[config.mk]
export PLATFORM = sky130hd
export DESIGN_NAME = uart_rx
export DESIGN_NICKNAME = d
export VERILOG_FILES = /design/src/rtl/uart_pkg.sv /design/src/rtl/uart_sync2.sv /design/src/rtl/uart_rx.sv
export SDC_FILE = /design/constraint.sdc
export NUM_CORES = 1
export LEC_CHECK = 0
export ABC_AREA = 1
export BUFFER_PORTS_ARGS = -buffer_cell sky130_fd_sc_hd__buf_2
export CELL_PAD_IN_SITES_DETAIL_PLACEMENT = 0
export CELL_PAD_IN_SITES_GLOBAL_PLACEMENT = 1
export CORE_MARGIN = 2
export CORE_UTILIZATION = 44
export DETAILED_ROUTE_END_ITERATION = 10
export PLACE_DENSITY = 0.75
export SETUP_SLACK_MARGIN = 0.05
export SLEW_MARGIN = 20
export SYNTH_ARGS = -nofsm -noshare
export SYNTH_HDL_FRONTEND = slang
export SYNTH_SLANG_ARGS = --single-unit
[constraint.sdc]
create_clock -name clk -period 2 [get_ports clk]
set_input_delay 0.3 -clock clk [delete_from_list [all_inputs] [get_ports clk]]
set_output_delay 0.3 -clock clk [all_outputs]
set_load 0.02 [all_outputs]
[src/rtl/uart_pkg.sv]
// rtl/uart_pkg.sv - shared UART types and baud helper used by uart_rx and uart_tx.
package uart_pkg;

   typedef enum logic [2:0] {
      idle,
      start_bit,
      data_bits,
      parity_bit,
      stop_bit,
      cleanup
   } uart_rx_state_t;

   function automatic int calc_clks_per_bit(input int clk_freq, input int baud_rate);
      return clk_freq / baud_rate;
   endfunction

endpackage

[src/rtl/uart_sync2.sv]
// rtl/uart_sync2.sv - two-flop synchronizer for asynchronous single-bit inputs.
module uart_sync2 #(
   parameter logic reset_val = 1'b1
) (
   input  logic clk,
   input  logic rst,
   input  logic d,
   output logic q
);

   logic meta;

   always_ff @(posedge clk or posedge rst) begin
      if (rst) begin
         meta <= reset_val;
         q    <= reset_val;
      end else begin
         meta <= d;
         q    <= meta;
      end
   end

endmodule

[src/rtl/uart_rx.sv]
// rtl/uart_rx.sv - 8N1 UART receiver; define UART_RX_PARITY_EN for an even-parity bit before stop.
module uart_rx
   import uart_pkg::*;
#(
   parameter int clk_freq  = 50000000,
   parameter int baud_rate = 9600
) (
   input  logic       clk,
   input  logic       rst,
   input  logic       rx,
   output logic [7:0] rx_data,
   output logic       rx_valid,
   output logic       rx_busy,
   output logic       frame_err,
   output logic       parity_err
);

   localparam int clks_per_bit = calc_clks_per_bit(clk_freq, baud_rate);
   localparam int half_bit     = clks_per_bit / 2;
   localparam logic [15:0] bit_last  = 16'(clks_per_bit - 1);
   localparam logic [15:0] half_last = 16'(half_bit - 1);

   logic           rx_s;
   uart_rx_state_t state, state_n;
   logic [15:0]    clk_count, clk_count_n;
   logic [2:0]     bit_index, bit_index_n;
   logic [7:0]     shift_reg, shift_n;
   logic [7:0]     data_n;
   logic           valid_n, busy_n, ferr_n;
`ifdef UART_RX_PARITY_EN
   logic           parity_reg, parity_n, perr_n;
`endif

   uart_sync2 #(.reset_val(1'b1)) u_sync (
      .clk (clk),
      .rst (rst),
      .d   (rx),
      .q   (rx_s)
   );

   always_ff @(posedge clk or posedge rst) begin
      if (rst) begin
         state     <= idle;
         clk_count <= '0;
         bit_index <= '0;
         shift_reg <= '0;
         rx_data   <= '0;
         rx_valid  <= 1'b0;
         rx_busy   <= 1'b0;
         frame_err <= 1'b0;
`ifdef UART_RX_PARITY_EN
         parity_reg <= 1'b0;
         parity_err <= 1'b0;
`endif
      end else begin
         state     <= state_n;
         clk_count <= clk_count_n;
         bit_index <= bit_index_n;
         shift_reg <= shift_n;
         rx_data   <= data_n;
         rx_valid  <= valid_n;
         rx_busy   <= busy_n;
         frame_err <= ferr_n;
`ifdef UART_RX_PARITY_EN
         parity_reg <= parity_n;
         parity_err <= perr_n;
`endif
      end
   end

`ifndef UART_RX_PARITY_EN
   assign parity_err = 1'b0;
`endif

   always_comb begin
      state_n     = state;
      clk_count_n = clk_count;
      bit_index_n = bit_index;
      shift_n     = shift_reg;
      data_n      = rx_data;
      busy_n      = rx_busy;
      valid_n     = 1'b0;
      ferr_n      = 1'b0;
`ifdef UART_RX_PARITY_EN
      parity_n    = parity_reg;
      perr_n      = 1'b0;
`endif
      case (state)
         idle: begin
            clk_count_n = '0;
            bit_index_n = '0;
            busy_n      = 1'b0;
            if (!rx_s) begin
               state_n = start_bit;
               busy_n  = 1'b1;
            end
         end
         start_bit: begin
            if (clk_count == half_last) begin
               clk_count_n = '0;
               if (!rx_s) begin
                  state_n = data_bits;
               end else begin
                  state_n = idle;
                  busy_n  = 1'b0;
               end
            end else begin
               clk_count_n = clk_count + 16'd1;
            end
         end
         data_bits: begin
            if (clk_count == bit_last) begin
               clk_count_n        = '0;
               shift_n[bit_index] = rx_s;
               bit_index_n        = bit_index + 3'd1;
               if (bit_index == 3'd7) begin
`ifdef UART_RX_PARITY_EN
                  state_n = parity_bit;
`else
                  state_n = stop_bit;
`endif
               end
            end else begin
               clk_count_n = clk_count + 16'd1;
            end
         end
`ifdef UART_RX_PARITY_EN
         parity_bit: begin
            if (clk_count == bit_last) begin
               clk_count_n = '0;
               parity_n    = rx_s;
               state_n     = stop_bit;
            end else begin
               clk_count_n = clk_count + 16'd1;
            end
         end
`endif
         stop_bit: begin
            if (clk_count == bit_last) begin
               clk_count_n = '0;
               busy_n      = 1'b0;
               state_n     = cleanup;
               // Framing error wins over parity; only one strobe per frame.
               if (!rx_s) begin
                  ferr_n = 1'b1;
`ifdef UART_RX_PARITY_EN
               end else if (^{shift_reg, parity_reg}) begin
                  perr_n = 1'b1;
`endif
               end else begin
                  valid_n = 1'b1;
                  data_n  = shift_reg;
               end
            end else begin
               clk_count_n = clk_count + 16'd1;
            end
         end
         cleanup: begin
            busy_n = 1'b0;
            if (rx_s) state_n = idle;
         end
         default: begin
            state_n = idle;
            busy_n  = 1'b0;
         end
      endcase
   end

endmodule

Yosys cells after proc, flatten, opt, wreduce, memory -nomap -nowiden
Index checks and enable logic that the tools add are counted.
Operators by class
  mux-type cells: 26
  $add $sub $neg: 2
  $lt $le $gt $ge: 2
  bitwise operators: 1
  equal/unequal tests: 14
  reductions and logical operators: 10
Operators with widths (count)
  16-bit one-hot mux with 3 select lines: 1
  16-bit two-way mux: 2
  3-bit two-way mux: 7
  16-bit by 1-bit adder with 16-bit output, second input constant: 1
  16-bit by 12-bit equality test with 1-bit output, second input constant: 1
  16-bit by 13-bit equality test with 1-bit output, second input constant: 1
  3-bit one-hot mux with 5 select lines: 1
  1-bit two-way mux: 10
  2-bit != test, second input constant: 5
  3-bit equality test, second input constant: 3
  8-bit bitwise mux: 1
  3-bit one-hot mux with 2 select lines: 1
  6-bit AND reduction: 1
  3-bit by 4-bit < comparator with 1-bit output, second input constant: 1
  2-bit by 1-bit != test with 1-bit output, second input constant: 2
  1-bit one-hot mux with 4 select lines: 1
  2-bit AND reduction: 2
  4-bit AND reduction: 1
  3-bit by 1-bit adder with 3-bit output, second input constant: 1
  1-bit demux with 3-bit select: 1
  3-bit by 1-bit equality test with 1-bit output, second input constant: 1
  3-bit by 2-bit equality test with 1-bit output, second input constant: 1
  3-bit by 1-bit >= comparator with 1-bit output, second input constant: 1
  3-bit zero test: 1
  other kinds (7): 7
Word-level totals
  output and inout bits: 12
  logic and storage cells: 65
  register bits after elaboration: 43
  bits of input ports: 3

Logic depth before layout (Yosys ltp)
  depth in word-level cells: 5
  depth in mapped cells: 11
  gate-level depth less buffers: 11

Modules after synthesis
From an unflattened synthesis, not the netlist that was laid out.
Second synthesis, totals
  cells, all modules: 321
  area total of the unflattened synthesis: 2419.8 µm²
Modules (own cells, without submodules)
  uart_rx: cells an instance 318, seq. area each 1026.0 µm², instances 1, area an instance 2363.5 µm²
  uart_sync2: cells an instance 3, seq. area each 52.6 µm², instances 1, area an instance 56.3 µm²

Worst setup path before layout
No wires, ideal clock.
  path type: reg-to-reg
  start point: register clk_count[0]
  end point: register clk_count[12]
  setup time: 117 ps
  stages on the path, launching flop included: 10
  period minus slack after synthesis: 1540 ps
  data required time: 1883 ps
  setup slack: 460 ps
  data arrival time: 1422 ps
  buffers on the path: 0
  cells stage by stage: dfrtp_1 ha_1 nand2_1 inv_1 nand3_1 nor2_1 nand2_1 or2_0 nand3_1 nand2_1
Between the ends
  cells in the longest elaborated chain, start to end: 3
  elaborated cells between the ends (all ways): 6
  those cells by class: 1 x add/sub; 2 x eq/ne; 3 x mux
Ends and longest elaborated chain
  from (decl): RTL line uart_rx.sv:25  | logic [15:0] clk_count, clk_count_n;
  from (signal assigned): RTL line uart_rx.sv:57  | clk_count <= clk_count_n;
  16-bit by 1-bit adder with 16-bit output, or another cell as far along: RTL line uart_rx.sv:108, uart_rx.sv:124, uart_rx.sv:155
  16-bit two-way mux, on equally long branches: RTL line uart_rx.sv:112, uart_rx.sv:139, uart_rx.sv:99
  16-bit one-hot mux with 3 select lines (*): RTL line uart_rx.sv:88  | case (state)
Mark *: on every way between the ends. The rest lies on a longest branch, timed or not.
A chain may end at the register's enable or synchronous reset.

Worst setup path in the final report
  start point: register clk_count[0]
  end point: register clk_count[4]
Same word-level chain as after synthesis.

==> flow_summary_export.csv <==
group,metric,value,unit
timing,fin_crit_sh,85.9,%
power,p_switching,0.000355,W
route,antenna_left,0,
power,power.internal,0.00113,W
clock_network,cts_inserted_buffers,5,
worst_setup_path,cp-end-kind,"flip-flop",
power,pwr-share-seq,59.1,%
global_route,antenna_found_initial,0,
route,drtPass1Iterations,4,
logic_synthesis,ys_ff_latch,43,
timing,finClkSkew,0.00886,ns
placed_design,hpwl,3.87,mm
logic_synthesis,synth_commonest_cells,"93 x nand2_1, 41 x dfrtp_1, 33 x nand3_1",
cells_and_area,diodes,0,
worst_setup_path,crit_path_max_fanout,12,
timing,setup_viol_count_final,0,
logic_synthesis,synth_edf_count,0,
global_route,grt_overflow_total,0,
run,drv_cap,0,
timing,hold_viol,0,
floorplanning,num_rows,26,
global_route,track_usage,20.0,%
route,wl_per_cell,13.0,µm
timing,max_freq,0.582,GHz
global_route,grt_pass1_wl,9.38,mm
global_route,grt_start_max_net_pins,27,
route,drc,0,
power,p_leak,1.35,nW
timing,finalMaxSlewViolations,0,
logic_synthesis,synthArstFlopShare,100,%
route,wirelength,5.21,mm
worst_setup_path,crit_end,"clk_count[4]",
timing,min_period,1.72,ns
floorplanning,die_h,77.6,µm
logic_synthesis,synth_top_family_by_area,"simple AND/OR/NAND/NOR gates",
logic_synthesis,synth_area_leaders,"dfrtp_1 43%, nand2_1 15%, nand3_1 6.9%",
worst_setup_path,r2r_start,"clk_count[0]",
cells_and_area,largest_reg_flops,16,
clock_network,clock_latency,0.30,ns
placed_design,gp_congestion,0.831,
logic_synthesis,ys.flop_type,"dfrtp_1",
placed_design,numPortBuffers,13,
timing,tns,0,ns
power,p_comb_share,1.9,%
power,clock_power_share,39.1,%
logic_synthesis,yosysMostFrequentCell,"nand2_1",
logic_synthesis,syn_nets,319,
floorplanning,die_w,77.6,µm
logic_synthesis,syn-cell-area,2380,µm²
logic_synthesis,yosysUniqueCellTypes,32,
timing,relSlewSlack,62.7,%
logic_synthesis,synth_compound_area_share,8.35,%
timing,worst_pin_slew,0.559,ns
worst_setup_path,crit_start,"clk_count[0]",
logic_synthesis,synth-xor-area-share,1.47,%
floorplanning,ioPinCount,15,
logic_synthesis,synth_fa_ha_area_share,1.57,%
status,outcome,"finished, final reports clean",
power,switching_share,24.0,%
cells_and_area,nets,336,
floorplanning,start_util,46.1,%
worst_setup_path,cp.arrival,1.94,ns
route,vias,1962,
logic_synthesis,syn_inst,313,
clock_network,path_clk_slew,0.09,ns
worst_setup_path,critPathLaunchType,"flip-flop",
route,drt_iter0_drc,106,
worst_setup_path,worstPathRequired,2.22,ns
logic_synthesis,yosys.area.top_type,"dfrtp_1",
clock_network,cts-htree-levels,2,
logic_synthesis,yosysSeqAreaShare,45.2,%
clock_network,ctsHoldBuffers,0,
clock_network,cts_sinks,43,
floorplanning,coreArea,5170,µm²
route,vias_per_cell,4.89,
timing,rsz0062_at_grt,"false",
logic_synthesis,synth.top_cell.area_share,43.0,%
worst_setup_path,critical_path_class,"reg2reg",
floorplanning,die_area,6020,µm²
worst_setup_path,ff2ff_setup_slack,0.28,ns
cells_and_area,drive_above_1_share,16.6,%
logic_synthesis,synthMuxAreaShare,0,%
clock_network,cts-root-buf,"clkbuf_8",
hold_path,hold_class,"in2async",
logic_synthesis,yosys.area_share.simple,35.4,%
power,peakVddDrop,0.000229,V
clock_network,clockBufferDepth,2,
worst_setup_path,rr_worst_depth,10,
global_route,grt_pass1_vias,1951,
power,p_per_area,565,nW/µm²
logic_synthesis,ys_warn_count,0,
clock_network,cts_tree,"yes",
worst_setup_path,timing.rr.end,"clk_count[4]",
timing,hold_ws,0.0404,ns
logic_synthesis,syn_avg_cell_area,7.62,µm²
cells_and_area,area_delta_synth_final,10.0,%
==> final cells by class <==
cell class | instances | area (µm²)
Multi-Input combinational cell | 226 | 1130
Tap cell | 70 | 87.6
Clock buffer | 5 | 68.8
Fill cell | 523 | 2550
Inverter | 38 | 146
Clock inverter | 3 | 23.8
Sequential cell | 43 | 1080
Timing Repair Buffer | 16 | 87.6
==> worst min path at each step <==
stage               cells past startpoint      endpoint         from
CTS                                     2      rx_valid          rst
global placement                        0      u_sync.q  u_sync.meta
finish                                  2  clk_count[7]          rst
floorplan                               0   u_sync.meta           rx
global route                            2     frame_err          rst
detailed placement                      0      u_sync.q  u_sync.meta
==> cell usage in the layout (no fill, tap or decap), drive strengths merged <==
| master | instances |
|---|---|
| nand2 | 100 |
| dfrtp | 41 |
| inv | 38 |
| nor2 | 36 |
| nand3 | 33 |
| o21ai | 26 |
| buf | 16 |
| nand4 | 8 |
| clkbuf | 5 |
| xor2 | 4 |
| nor3 | 4 |
| o21bai | 3 |
| o211ai | 3 |
| or2 | 3 |
| ha | 3 |
| clkinvlp | 2 |
| dfstp | 2 |
| clkinv | 1 |
| a21oi | 1 |
| o21a | 1 |
| conb | 1 |
==> critical path, stage by stage, from the launching register on <==
cell and delay (ns):
dfrtp_1 0.42, ha_2 0.22, nand2_1 0.08, inv_1 0.07, nand2_1 0.11, nor2_4 0.06
nand2_4 0.11, inv_2 0.06, o21ai_4 0.33, nand2_1 0.08, o21ai_0 0.10
==> metal layers <==
layer	wire [µm]	part of all wire, %	global-route usage [%]	vias to the layer above
li1	-	-	-	1031
met1	2700	52	28.7	891
met2	2280	44	30.3	34
met3	171	3.3	3.84	6
met4	65	1.2	6.43	0
met5	0	0	0	-
==> what timing repair did <==
action | CTS | global route
hold endpoints to repair | 0 | 0
setup endpoints to repair | 0 | 10
gates resized for setup | 0 | 4
setup buffers | 0 | 0
==> power by group through the flow <==
stage	clock [W]	sequential [W]	combinational (W)
finish	0.000579	0.000876	0.0000275
global route	0.000634	0.000876	0.0000333
CTS	0.000600	0.000876	0.0000293
detailed placement	0	0.000893	0.0000294
global placement	0	0.000893	0.0000287
floorplan	0	0.000890	0.0000213
==> cells by family after synthesis <==
| family | Yosys count |
|---|---|
| xor gates and xnor gates | 4 |
| DFF | 43 |
| other | 1 |
| buffers and inverters | 44 |
| AOI/OAI and AO/OA | 34 |
| adders and majority gates | 3 |
| and+or+nand+nor | 184 |
==> through the flow <==
stage / setup slack [ns] / util, % / std cells / power (W) / cell area (µm²)
2_1_floorplan: 0.460 / - / 313 / 0.000911 / 2380
5_1_grt: 0.0579 / 50.7 / 401 / 0.00154 / 2620
3_5_place_dp: 0.248 / 48.7 / 393 / 0.000922 / 2520
4_1_cts: 0.226 / 50.5 / 401 / 0.00150 / 2610
3_3_place_gp: 0.280 / 48.7 / 393 / 0.000922 / 2520
6_report: 0.281 / 50.7 / 401 / 0.00148 / 2620
Power figures use the tool's default switching activity.
